<file path="config.mk">
export PLATFORM = sky130hd
export DESIGN_NAME = mem_arbiter
export DESIGN_NICKNAME = d
export VERILOG_FILES = /design/src/rtl/mem_arbiter.sv
export SDC_FILE = /design/constraint.sdc
export NUM_CORES = 1
export LEC_CHECK = 0
export ABC_CLOCK_PERIOD_IN_PS = 2100
export BUFFER_PORTS_ARGS = -buffer_cell sky130_fd_sc_hd__clkbuf_2
export CORE_MARGIN = 5
export CORE_UTILIZATION = 46
export CTS_BUF_LIST = sky130_fd_sc_hd__clkbuf_16
export DETAILED_ROUTE_END_ITERATION = 16
export PLACE_DENSITY = 0.9
export SETUP_SLACK_MARGIN = 0.3
export SLEW_MARGIN = 20
export SYNTH_ARGS = -nofsm -noshare
export SYNTH_HDL_FRONTEND = slang
export SYNTH_SLANG_ARGS = --single-unit
</file>
<file path="constraint.sdc">
create_clock -name clk -period 2.1 [get_ports clk]
set_clock_uncertainty 0.05 [all_clocks]
set_input_delay 0.42 -clock clk [delete_from_list [all_inputs] [get_ports clk]]
set_output_delay 0.42 -clock clk [all_outputs]
set_load 0.02 [all_outputs]
</file>
<file path="src/rtl/mem_arbiter.sv">
`default_nettype none
// ============================================================================
// Module      : mem_arbiter
// Description : Two-master memory arbiter between the CPU load/store path and
//               a DMA/peripheral master. It sequences each granted access
//               through a fixed-latency transaction that mem_wait can stretch.
//               It returns registered read data and a one-cycle ready pulse to
//               the owning master. Round-robin arbitration on simultaneous
//               requests keeps either master from starving the other.
//
// Ports       : clk        - single clock, rising-edge active
//               rst        - asynchronous, active-low reset
//               cpu_rd/wr  - CPU read/write request, held until cpu_ready
//               cpu_addr   - CPU access address
//               cpu_wdata  - CPU write data
//               cpu_rdata  - registered read data returned to the CPU
//               cpu_ready  - one-cycle completion pulse to the CPU
//               dma_rd/wr  - DMA read/write request, held until dma_ready
//               dma_addr   - DMA access address
//               dma_wdata  - DMA write data
//               dma_rdata  - registered read data returned to the DMA
//               dma_ready  - one-cycle completion pulse to the DMA
//               mem_addr   - address to memory (latched for the access)
//               mem_wdata  - write data to memory (latched for the access)
//               mem_rd/wr  - memory strobes, high only during ACCESS
//               mem_rdata  - memory read data, valid on the last ACCESS cycle
//               mem_wait   - memory stall, freezes the ACCESS countdown
//               grant      - one-hot owner (bit0 CPU, bit1 DMA), 0 when idle
//               err        - one-cycle pulse when the winner asks rd and wr
//
// Revision    : 1.0 - initial release
// ============================================================================
module mem_arbiter #(
    parameter int ADDR_WIDTH  = 32,
    parameter int DATA_WIDTH  = 32,
    parameter int MEM_LATENCY = 2
) (
    input  logic                  clk,
    input  logic                  rst,

    input  logic                  cpu_rd,
    input  logic                  cpu_wr,
    input  logic [ADDR_WIDTH-1:0] cpu_addr,
    input  logic [DATA_WIDTH-1:0] cpu_wdata,
    output logic [DATA_WIDTH-1:0] cpu_rdata,
    output logic                  cpu_ready,

    input  logic                  dma_rd,
    input  logic                  dma_wr,
    input  logic [ADDR_WIDTH-1:0] dma_addr,
    input  logic [DATA_WIDTH-1:0] dma_wdata,
    output logic [DATA_WIDTH-1:0] dma_rdata,
    output logic                  dma_ready,

    output logic [ADDR_WIDTH-1:0] mem_addr,
    output logic [DATA_WIDTH-1:0] mem_wdata,
    output logic                  mem_rd,
    output logic                  mem_wr,
    input  logic [DATA_WIDTH-1:0] mem_rdata,
    input  logic                  mem_wait,

    output logic [1:0]            grant,
    output logic                  err
);

    // Countdown runs from MEM_LATENCY-1 to 0; keep at least one bit.
    localparam int c_CNT_W = (MEM_LATENCY > 1) ? $clog2(MEM_LATENCY) : 1;
    localparam logic [c_CNT_W-1:0] c_CNT_LOAD = c_CNT_W'(MEM_LATENCY - 1);

    localparam logic [1:0] c_ST_IDLE   = 2'd0;
    localparam logic [1:0] c_ST_ACCESS = 2'd1;
    localparam logic [1:0] c_ST_DONE   = 2'd2;

    logic [1:0]            r_state;
    logic [c_CNT_W-1:0]    r_cnt;
    logic                  r_last_dma;   // 1: DMA won the last arbitration
    logic                  r_owner_dma;  // owner of the access in flight
    logic [ADDR_WIDTH-1:0] r_addr;
    logic [DATA_WIDTH-1:0] r_wdata;
    logic                  r_mem_rd;
    logic                  r_mem_wr;
    logic [DATA_WIDTH-1:0] r_cpu_rdata;
    logic [DATA_WIDTH-1:0] r_dma_rdata;
    logic                  r_cpu_ready;
    logic                  r_dma_ready;
    logic [1:0]            r_grant;
    logic                  r_err;

    logic                  w_cpu_req;
    logic                  w_dma_req;
    logic                  w_any_req;
    logic                  w_pick_dma;
    logic                  w_win_rd;
    logic                  w_win_wr;
    logic [ADDR_WIDTH-1:0] w_win_addr;
    logic [DATA_WIDTH-1:0] w_win_wdata;

    // Arbitration: a lone requester wins; on a tie the master that did not
    // win last time gets the port.
    always_comb begin
        w_cpu_req   = cpu_rd | cpu_wr;
        w_dma_req   = dma_rd | dma_wr;
        w_any_req   = w_cpu_req | w_dma_req;
        w_pick_dma  = w_dma_req & (~w_cpu_req | ~r_last_dma);
        w_win_rd    = w_pick_dma ? dma_rd    : cpu_rd;
        w_win_wr    = w_pick_dma ? dma_wr    : cpu_wr;
        w_win_addr  = w_pick_dma ? dma_addr  : cpu_addr;
        w_win_wdata = w_pick_dma ? dma_wdata : cpu_wdata;
    end

    always_ff @(posedge clk or negedge rst) begin
        if (!rst) begin
            r_state     <= c_ST_IDLE;
            r_cnt       <= '0;
            r_last_dma  <= 1'b1;
            r_owner_dma <= 1'b0;
            r_addr      <= '0;
            r_wdata     <= '0;
            r_mem_rd    <= 1'b0;
            r_mem_wr    <= 1'b0;
            r_cpu_rdata <= '0;
            r_dma_rdata <= '0;
            r_cpu_ready <= 1'b0;
            r_dma_ready <= 1'b0;
            r_grant     <= 2'b00;
            r_err       <= 1'b0;
        end else begin
            // Pulse outputs default low; each is raised for a single cycle.
            r_err       <= 1'b0;
            r_cpu_ready <= 1'b0;
            r_dma_ready <= 1'b0;

            case (r_state)
                c_ST_IDLE: begin
                    if (w_any_req) begin
                        // Rotation advances even for an illegal request so a
                        // misbehaving master cannot keep re-winning ties.
                        r_last_dma <= w_pick_dma;
                        if (w_win_rd && w_win_wr) begin
                            r_err <= 1'b1;
                        end else begin
                            r_owner_dma <= w_pick_dma;
                            r_addr      <= w_win_addr;
                            r_wdata     <= w_win_wdata;
                            r_mem_rd    <= w_win_rd;
                            r_mem_wr    <= w_win_wr;
                            r_grant     <= w_pick_dma ? 2'b10 : 2'b01;
                            r_cnt       <= c_CNT_LOAD;
                            r_state     <= c_ST_ACCESS;
                        end
                    end
                end

                c_ST_ACCESS: begin
                    if (!mem_wait) begin
                        if (r_cnt == '0) begin
                            // Final access cycle: capture read data and hand
                            // the completion to the owner in DONE.
                            r_mem_rd <= 1'b0;
                            r_mem_wr <= 1'b0;
                            if (r_mem_rd) begin
                                if (r_owner_dma) begin
                                    r_dma_rdata <= mem_rdata;
                                end else begin
                                    r_cpu_rdata <= mem_rdata;
                                end
                            end
                            if (r_owner_dma) begin
                                r_dma_ready <= 1'b1;
                            end else begin
                                r_cpu_ready <= 1'b1;
                            end
                            r_state <= c_ST_DONE;
                        end else begin
                            r_cnt <= r_cnt - c_CNT_W'(1);
                        end
                    end
                end

                c_ST_DONE: begin
                    r_grant <= 2'b00;
                    r_state <= c_ST_IDLE;
                end

                default: begin
                    r_grant  <= 2'b00;
                    r_mem_rd <= 1'b0;
                    r_mem_wr <= 1'b0;
                    r_state  <= c_ST_IDLE;
                end
            endcase
        end
    end

    assign cpu_rdata = r_cpu_rdata;
    assign cpu_ready = r_cpu_ready;
    assign dma_rdata = r_dma_rdata;
    assign dma_ready = r_dma_ready;
    assign mem_addr  = r_addr;
    assign mem_wdata = r_wdata;
    assign mem_rd    = r_mem_rd;
    assign mem_wr    = r_mem_wr;
    assign grant     = r_grant;
    assign err       = r_err;

endmodule
`default_nettype wire

</file>
Word level (Yosys, flattened, before mapping)
Index checks and enable logic that the tools add are counted.
Operators by class
  add/subtract/negate cells: 1
  eq/ne operators: 6
  muxes and demuxes: 37
  bitwise operators: 13
  reduce and logical (&&, ||, !) cells: 11
Operators by type and width (count)
  $mux W32: 2
  $mux W1: 23
  $reduce_and A5 Y1: 3
  $mux W2: 7
  $ne A2 B2 Y1 const B: 4
  $not A1 Y1: 8
  $pmux W2 S2: 2
  $reduce_and A4 Y1: 2
  $pmux W1 S3: 2
  $reduce_and A3 Y1: 2
  $or A1 B1 Y1: 4
  $eq A2 B1 Y1 const B: 1
  $eq A2 B2 Y1 const B: 1
  $logic_not A2 Y1: 1
  $pmux W1 S2: 1
  $reduce_and A2 Y1: 1
  $reduce_bool A2 Y1: 1
  $and A1 B1 Y1: 1
  $logic_and A1 B1 Y1: 1
  $sub A1 B1 Y1 const B: 1
Storage, ports and cells
  register bits: 140
  input port bits: 167
  output and inout bits: 135
  logic and storage cells: 82

Longest topological paths before layout
Gate-level depths: netlist of the first run.
  depth after elaboration: 9
  gate-level depth with buffers: 7

Least setup slack after synthesis of the first run
Ideal clock, no wire load.
  path type: flip-flop to flip-flop
  start point: register r_state[1]
  end point: register r_cpu_rdata[10] (netlist: cpu_rdata[10])
  library setup time: 0.125 ns
  arrival: 1.491 ns
  required time: 1.925 ns
  slack: 0.434 ns
  stages on the path, launching flop included: 7
  path buffers: 2
  path through: dfrtp_1 -> buf_6 -> nor4b_4 -> and2_4 -> nand2_4 -> buf_6 -> mux2_4
On the way
  word-level cells in the longest chain between the ends: 2
RTL lines
  start, declared: RTL line 74  | logic [1:0] r_state;
  start signal, assigned: RTL line 113  | r_state <= c_ST_IDLE;
  start signal, assigned: RTL line 149  | r_state <= c_ST_ACCESS;
  start signal, assigned: RTL line 173  | r_state <= c_ST_DONE;
  $eq A2 B1 Y1: RTL line 133  | case (r_state)
  $reduce_and A5 Y1 (no line)
  end signal, assigned: RTL line 165  | r_cpu_rdata <= mem_rdata;
  end, declared: RTL line 82  | logic [DATA_WIDTH-1:0] r_cpu_rdata;
No other way between the ends.
A chain may end at the register's enable or synchronous reset.

Worst setup path after layout of the first run
  start point: register r_last_dma
  end point: register r_wdata[22] (netlist: mem_wdata[22])
On the way
  word-level cells in the longest chain between the ends: 7
  elaborated cells between the ends (all ways): 9
  those cells by class: mux: 3; bitwise: 4; reduce/logical: 2
RTL lines
  start, declared: RTL line 76  | logic r_last_dma;
  start signal, assigned: RTL line 138  | r_last_dma <= w_pick_dma;
  $not A1 Y1 (*): RTL line 104  | w_pick_dma = w_dma_req & (~w_cpu_req | ~r_last_dma);
  $or A1 B1 Y1 (*): RTL line 104
  $and A1 B1 Y1 (*): RTL line 104
  $mux W1 (on tied branches): RTL line 105, 106
  $logic_and A1 B1 Y1: RTL line 139  | if (w_win_rd && w_win_wr) begin
  $not A1 Y1 (no line)
  $reduce_and A3 Y1 (no line)
  end signal, assigned: RTL line 144  | r_wdata <= w_win_wdata;
  end, declared: RTL line 79  | logic [DATA_WIDTH-1:0] r_wdata;
Every way passes the cells marked *; elsewhere a longest branch is shown, timed or not.

==> impl_metrics.tcl, run 1 <==
set metrics [dict create \
    die_area_um2 15400 \
    clk_latency_ns 0.41 \
    end_kind "flip-flop" \
    place_area_um2 7700 \
    fin_ws_ns 0.351 \
    preCtsSetupSlack_ns 0.198 \
    post_drt_wl_per_cell_um 17.9 \
    netlist_instances 476 \
    grt_pass1_vias 5093 \
    period_needed_ns 1.75 \
    clockBufferDepth 2 \
    fin_crit_sh_pct 83.3 \
    min-delay-start "mem_rdata[22]" \
    critPathBufInv 1 \
    clock_sinks 140 \
    drv_slew 0 \
    placedCellCount 936 \
    synth_seq_cells 140 \
    fmax_mhz 572 \
    std_cell_rows 41 \
    cpPeakStageDelay_ns 0.57 \
    cts_root_buffer "clkbuf_16" \
    startpoint "r_last_dma$_DFFE_PN1P_" \
    power_per_cell_area_nw_per_um2 1610 \
    place_congestion 0.796 \
    synthTopCellsByCount "dfrtp_1 (139), a21oi_1 (70), inv_1 (66)" \
    hpwl_mm 12.4 \
    antenna_cells 0 \
    grt_max_degree 51 \
    synth_edf_count 0 \
    layout-drive-gt1-share_pct 52.9 \
    ys.flop_type "dfrtp_1" \
    synth_fa_ha_area_share_pct 0 \
    synth_compound_area_share_pct 14.5 \
    die_w_um 124 \
    syn_area_per_cell_um2 12.5 \
    path_cells "o21bai_1 > nand3_2 > buf_12 > o22ai_1 > a21oi_1" \
    synth.lib_cells_used.distinct 33 \
    grt_usage_pct 21.6 \
    routed_wl_mm 17.5 \
    setup_viol 0 \
    cts_max_level 4 \
    yosysWarnings 0 \
    synthMuxAreaShare_pct 15.8 \
    maxCapViolCount 0 \
    core-area_um2 12700 \
    clkTransAtPathRegs_ns 0.06 \
    antenna_left 0 \
    ir_drop_uv 839 \
    final_area_um2 8490 \
    synth-xor-area-share_pct 0.293 \
    fin_total_pwr_mw 13.6 \
    initial_core_util_pct 47.1 \
    synth-simple-area-share_pct 3.00 \
    timing.rr.start "r_last_dma$_DFFE_PN1P_" \
    seq_area_frac_synth_pct 58.7 \
    drc 0 \
    path_max_fanout 50 \
    cp-start-kind "flip-flop" \
    fin_setup_tns_ns 0 \
    antenna_found_initial 0 \
    detail_route.iter0.violations 234 \
    portBuffers 301 \
    synth_area_leaders "dfrtp_1 (58%), mux2_4 (15%), o22ai_1 (6.7%)" \
    synth_top_family_by_area "multiplexers" \
    grt_pass1_wl_mm 25.4 \
    rsz0062_at_grt "true" \
    layoutNonFillerInstCount 973 \
    path_class "reg2reg" \
    cpMaxStageDelayCell "dfstp_2" \
    cts_tree "yes" \
    synth.net_count 643 \
    die_y_um 124 \
    required_ns 2.34 \
    via_per_inst 5.01 \
    crit_arrival_ns 1.99 \
    p_leak_nw 4.77 \
    first_pass_iters 4 \
    final_nets 957 \
    maxSlewHeadroom_pct 69.9 \
    yosysMostFrequentCell "dfrtp_1" \
    status "finished clean" \
    syn_area_um2 5970 \
    hold_path.class "in2reg" \
    async_flop_share_pct 100 \
    grt-ovfl-total 0 \
    num_vias 4871 \
    cp_top_family "compound AO/OA/AOI/OAI gates" \
    hold_ws_ns 0.196 \
    synthToLayoutAreaGrowth_pct 42.2 \
    utilization_pct 67.0 \
    ioPinCount 302 \
    finalHoldViolCount 0 \
    cts_made_buffers 17 \
    synth_top_area_cell "dfrtp_1" \
    synth_top_area_share_pct 58.3 \
    worst_slew_pin_slew_ns 0.451 \
]
-- power breakdown --
part / internal (mW) / leakage, nW / switching (mW)
clock: 2.20 / 0.312 / 1.12
sequential: 3.90 / 1.66 / 0.769
combinational: 2.32 / 2.80 / 3.32
-- cells in the final DEF (no fill, tap or decap), types with 2 or more instances in the layout --
cell type | synthesis | final
clkbuf_16 | 0 | 20
a211oi_1 | 2 | 2
clkinv_1 | 0 | 3
and2_1 | 3 | 3
xor2_1 | 2 | 2
nor2_1 | 3 | 3
dfrtp_1 | 139 | 138
buf_4 | 0 | 9
inv_1 | 66 | 66
buf_6 | 13 | 3
nand2b_1 | 2 | 2
o22ai_1 | 64 | 64
buf_12 | 0 | 5
o21ai_0 | 7 | 7
clkbuf_2 | 0 | 300
a21boi_0 | 2 | 2
mux2_4 | 60 | 60
mux2_2 | 4 | 4
nand3_2 | 0 | 2
nor3_1 | 2 | 2
a221o_1 | 2 | 2
a21oi_1 | 70 | 70
inv_6 | 0 | 2
nand2_1 | 3 | 3
and2_4 | 2 | 2
buf_16 | 0 | 2
bufinv_16 | 0 | 6
-- flip-flops by register name (all words and copies together) (netlist names), 2 cells and up --
register / cells
dma_rdata: 32
mem_wdata: 32
r_state: 2
grant: 2
cpu_rdata: 32
mem_addr: 32
-- layer usage --
layer | global-route usage (%) | part of all wire [%]
met5 | 0 | 0
met4 | 9.92 | 2.2
met3 | 6.13 | 7.2
met2 | 37.9 | 53
met1 | 24.4 | 38
-- worst paths after layout --
kind / endpoint / slack, ns / cells after the start
max: mem_wdata[22]$_DFFE_PN0P_ / 0.35 / 5
min: cpu_rdata[22]$_DFFE_PN0P_ / 0.20 / 2
max reg2reg: mem_wdata[22]$_DFFE_PN0P_ / 0.35 / 5
min reg2reg: cpu_rdata[2]$_DFFE_PN0P_ / 0.46 / 1
max in group asynchronous: mem_wdata[26]$_DFFE_PN0P_ / 0.93 / 3
min in group asynchronous: cpu_rdata[30]$_DFFE_PN0P_ / 0.46 / 2
-- cells by family after synthesis --
group,after synthesis
and+or+nand+nor,26
xor gates and xnor gates,2
buffers and inverters,94
AOI/OAI and AO/OA,150
DFF,140
muxes,64
-- what timing repair did --
action                                 in CTS  in global routing
pin swaps                                   1                  2
cloned                                      0                  5
setup endpoints to repair                  27                 59
hold buffers                                1                  0
endpoints found under the hold margin      41                  0
gates resized for setup                     1                  3
buffers inserted                            0                  1
-- final cells by class --
| type | count | area [um^2] |
|---|---|---|
| Multi-Input combinational cell | 242 | 2030 |
| Inverter | 66 | 248 |
| Timing Repair Buffer | 323 | 1840 |
| Clock inverter | 13 | 221 |
| Fill cell | 928 | 4180 |
| Clock buffer | 17 | 425 |
| Sequential cell | 140 | 3510 |
| Tap cell | 172 | 215 |
No activity file was read; power rests on OpenSTA's default activity.
==> run 2, diff against run 1 <==
Settings changed: ABC_CLOCK_PERIOD_IN_PS 2100 to 1500, CORE_UTILIZATION 46 to 41, PLACE_DENSITY 0.9 to 0.85.
Clock period 2.1 ns to 1.5 ns, I/O delays scaled along.
==> impl_metrics.tcl, run 2 (synthesis gave the netlist of run 1 again) <==
set metrics [dict create \
    antenna_left 0 \
    final_common_cell "clkbuf_2" \
    min_to "dma_rdata[22]$_DFFE_PN0P_" \
    drv_slew 0 \
    fmax_mhz 592 \
    final_cell_mix "clkbuf_2 (223), dfrtp_1 (137), buf_4 (76)" \
    hold_path.class "in2reg" \
    grt-ovfl-total 0 \
    path_max_fanout 64 \
    multiInputGateArea_um2 2580 \
    fin_ws_ns -0.188 \
    num_vias 5553 \
    synthToLayoutAreaGrowth_pct 75.6 \
    power.internal_mw 14.4 \
    combPwrFrac_pct 51.6 \
    worst_slew_pin_slew_ns 0.375 \
    layout-drive-gt1-share_pct 66.3 \
    antenna_found_initial 0 \
    p_leak_nw 5.59 \
    power_per_cell_area_nw_per_um2 2210 \
    cts_made_buffers 17 \
    crit_arrival_ns 1.95 \
    pwr-share-seq_pct 28.9 \
    clkTransAtPathRegs_ns 0.07 \
    place_area_um2 7930 \
    cts_tree "yes" \
    hpwl_mm 12.8 \
    status "finished, violations left" \
    rsz0062_at_grt "true" \
    min-delay-start "mem_rdata[22]" \
    die_area_um2 17100 \
    ir_drop_uv 1220 \
    rr_endpoint "mem_addr[17]$_DFFE_PN0P_" \
    preCtsSetupSlack_ns -0.224 \
    clk_latency_ns 0.41 \
    switching_share_pct 37.9 \
    end_kind "flip-flop" \
    place_congestion 0.913 \
    final_nets 1042 \
    std_cell_rows 44 \
    final_area_um2 10500 \
    r2r_slack_ns -0.19 \
    finalHoldViolCount 0 \
    utilization_pct 72.7 \
    fin_crit_sh_pct 113 \
    failed_checks "setup timing" \
    ioPinCount 302 \
    maxSlewHeadroom_pct 74.9 \
    portBuffers 301 \
    fin_total_pwr_mw 23.2 \
    setup_viol 132 \
    path_class "reg2reg" \
    grt_pass1_vias 5555 \
    clock_sinks 140 \
    grt_pass1_wl_mm 29.4 \
    period_needed_ns 1.69 \
    grt_max_degree 66 \
    cts_root_buffer "clkbuf_16" \
    cts_max_level 4 \
    required_ns 1.76 \
    pwr-share-clk_pct 19.5 \
    die_y_um 131 \
    via_per_inst 5.18 \
    initial_core_util_pct 41.4 \
    hold_depth 2 \
    core-area_um2 14400 \
    drc 0 \
    detail_route.iter0.violations 340 \
    startpoint "r_last_dma$_DFFE_PN1P_" \
    clockBufferDepth 2 \
    rr_worst_depth 4 \
    first_pass_iters 6 \
    post_drt_wl_per_cell_um 21.3 \
    regArea_um2 3510 \
    maxCapViolCount 0 \
    fillCellCount 876 \
    routed_wl_mm 22.8 \
    antenna_cells 0 \
    p_switching_mw 8.79 \
    timing.rr.start "r_last_dma$_DFFE_PN1P_" \
    die_w_um 131 \
    cp-start-kind "flip-flop" \
    grt_usage_pct 22.6 \
]
-- run 2: metrics by stage --
stage	TNS, ns	hold slack, ns	std cells
floorplan	-11.83	-0.0456	476
global placement	-18.25	0.165	968
detailed placement	-22.75	0.169	968
CTS	-14.62	0.0698	1036
global route	-22.01	0.0682	1072
finish	-17.19	0.0846	1072
-- run 2: final cells by class --
class | instances | area share, %
Multi-Input combinational cell | 242 | 24.6
Sequential cell | 140 | 33.4
Timing Repair Buffer | 408 | 31.3
Inverter | 66 | 2.36
Clock inverter | 15 | 1.99
Tap cell | 184 | 2.20
Clock buffer | 17 | 4.06
-- run 2: power groups by stage --
stage          combinational [mW]  sequential [mW]  clock, mW
3_3_place_gp                 7.86             6.43          0
6_report                     12.0             6.70       4.53
2_1_floorplan                3.22             8.33          0
5_1_grt                      12.6             6.84       4.77
3_5_place_dp                 8.12             6.49          0
4_1_cts                      10.0             6.50       4.57
-- run 2: repair_timing --
action | CTS | global route
endpoints found under the hold margin | 26 | 0
gates resized for setup | 125 | 185
setup endpoints to repair | 272 | 272
gates cloned | 6 | 4
hold buffers | 1 | 0
pin swaps | 12 | 18
buffers inserted | 29 | 32
-- run 2: per-layer routing --
layer	global-route usage [%]	wire length [um]
met1	26.8	8340
met2	40.9	12400
met3	5.04	1460
met4	6.53	585
met5	0	0
-- run 2: how the worst max path moves through the flow --
| stage | to | depth (start not counted) |
|---|---|---|
| floorplan | cpu_rdata[10]$_DFFE_PN0P_ | 6 |
| global placement | dma_rdata[5]$_DFFE_PN0P_ | 6 |
| detailed placement | dma_rdata[10]$_DFFE_PN0P_ | 6 |
| CTS | mem_addr[24]$_DFFE_PN0P_ | 5 |
| global route | mem_addr[17]$_DFFE_PN0P_ | 4 |
| finish | mem_addr[17]$_DFFE_PN0P_ | 4 |
-- run 2: critical path, stage by stage, from the launching register on --
cell	delay [ns]
dfstp_2	0.57
and3b_2	0.25
nand3b_1	0.23
buf_12	0.22
a21oi_1	0.23
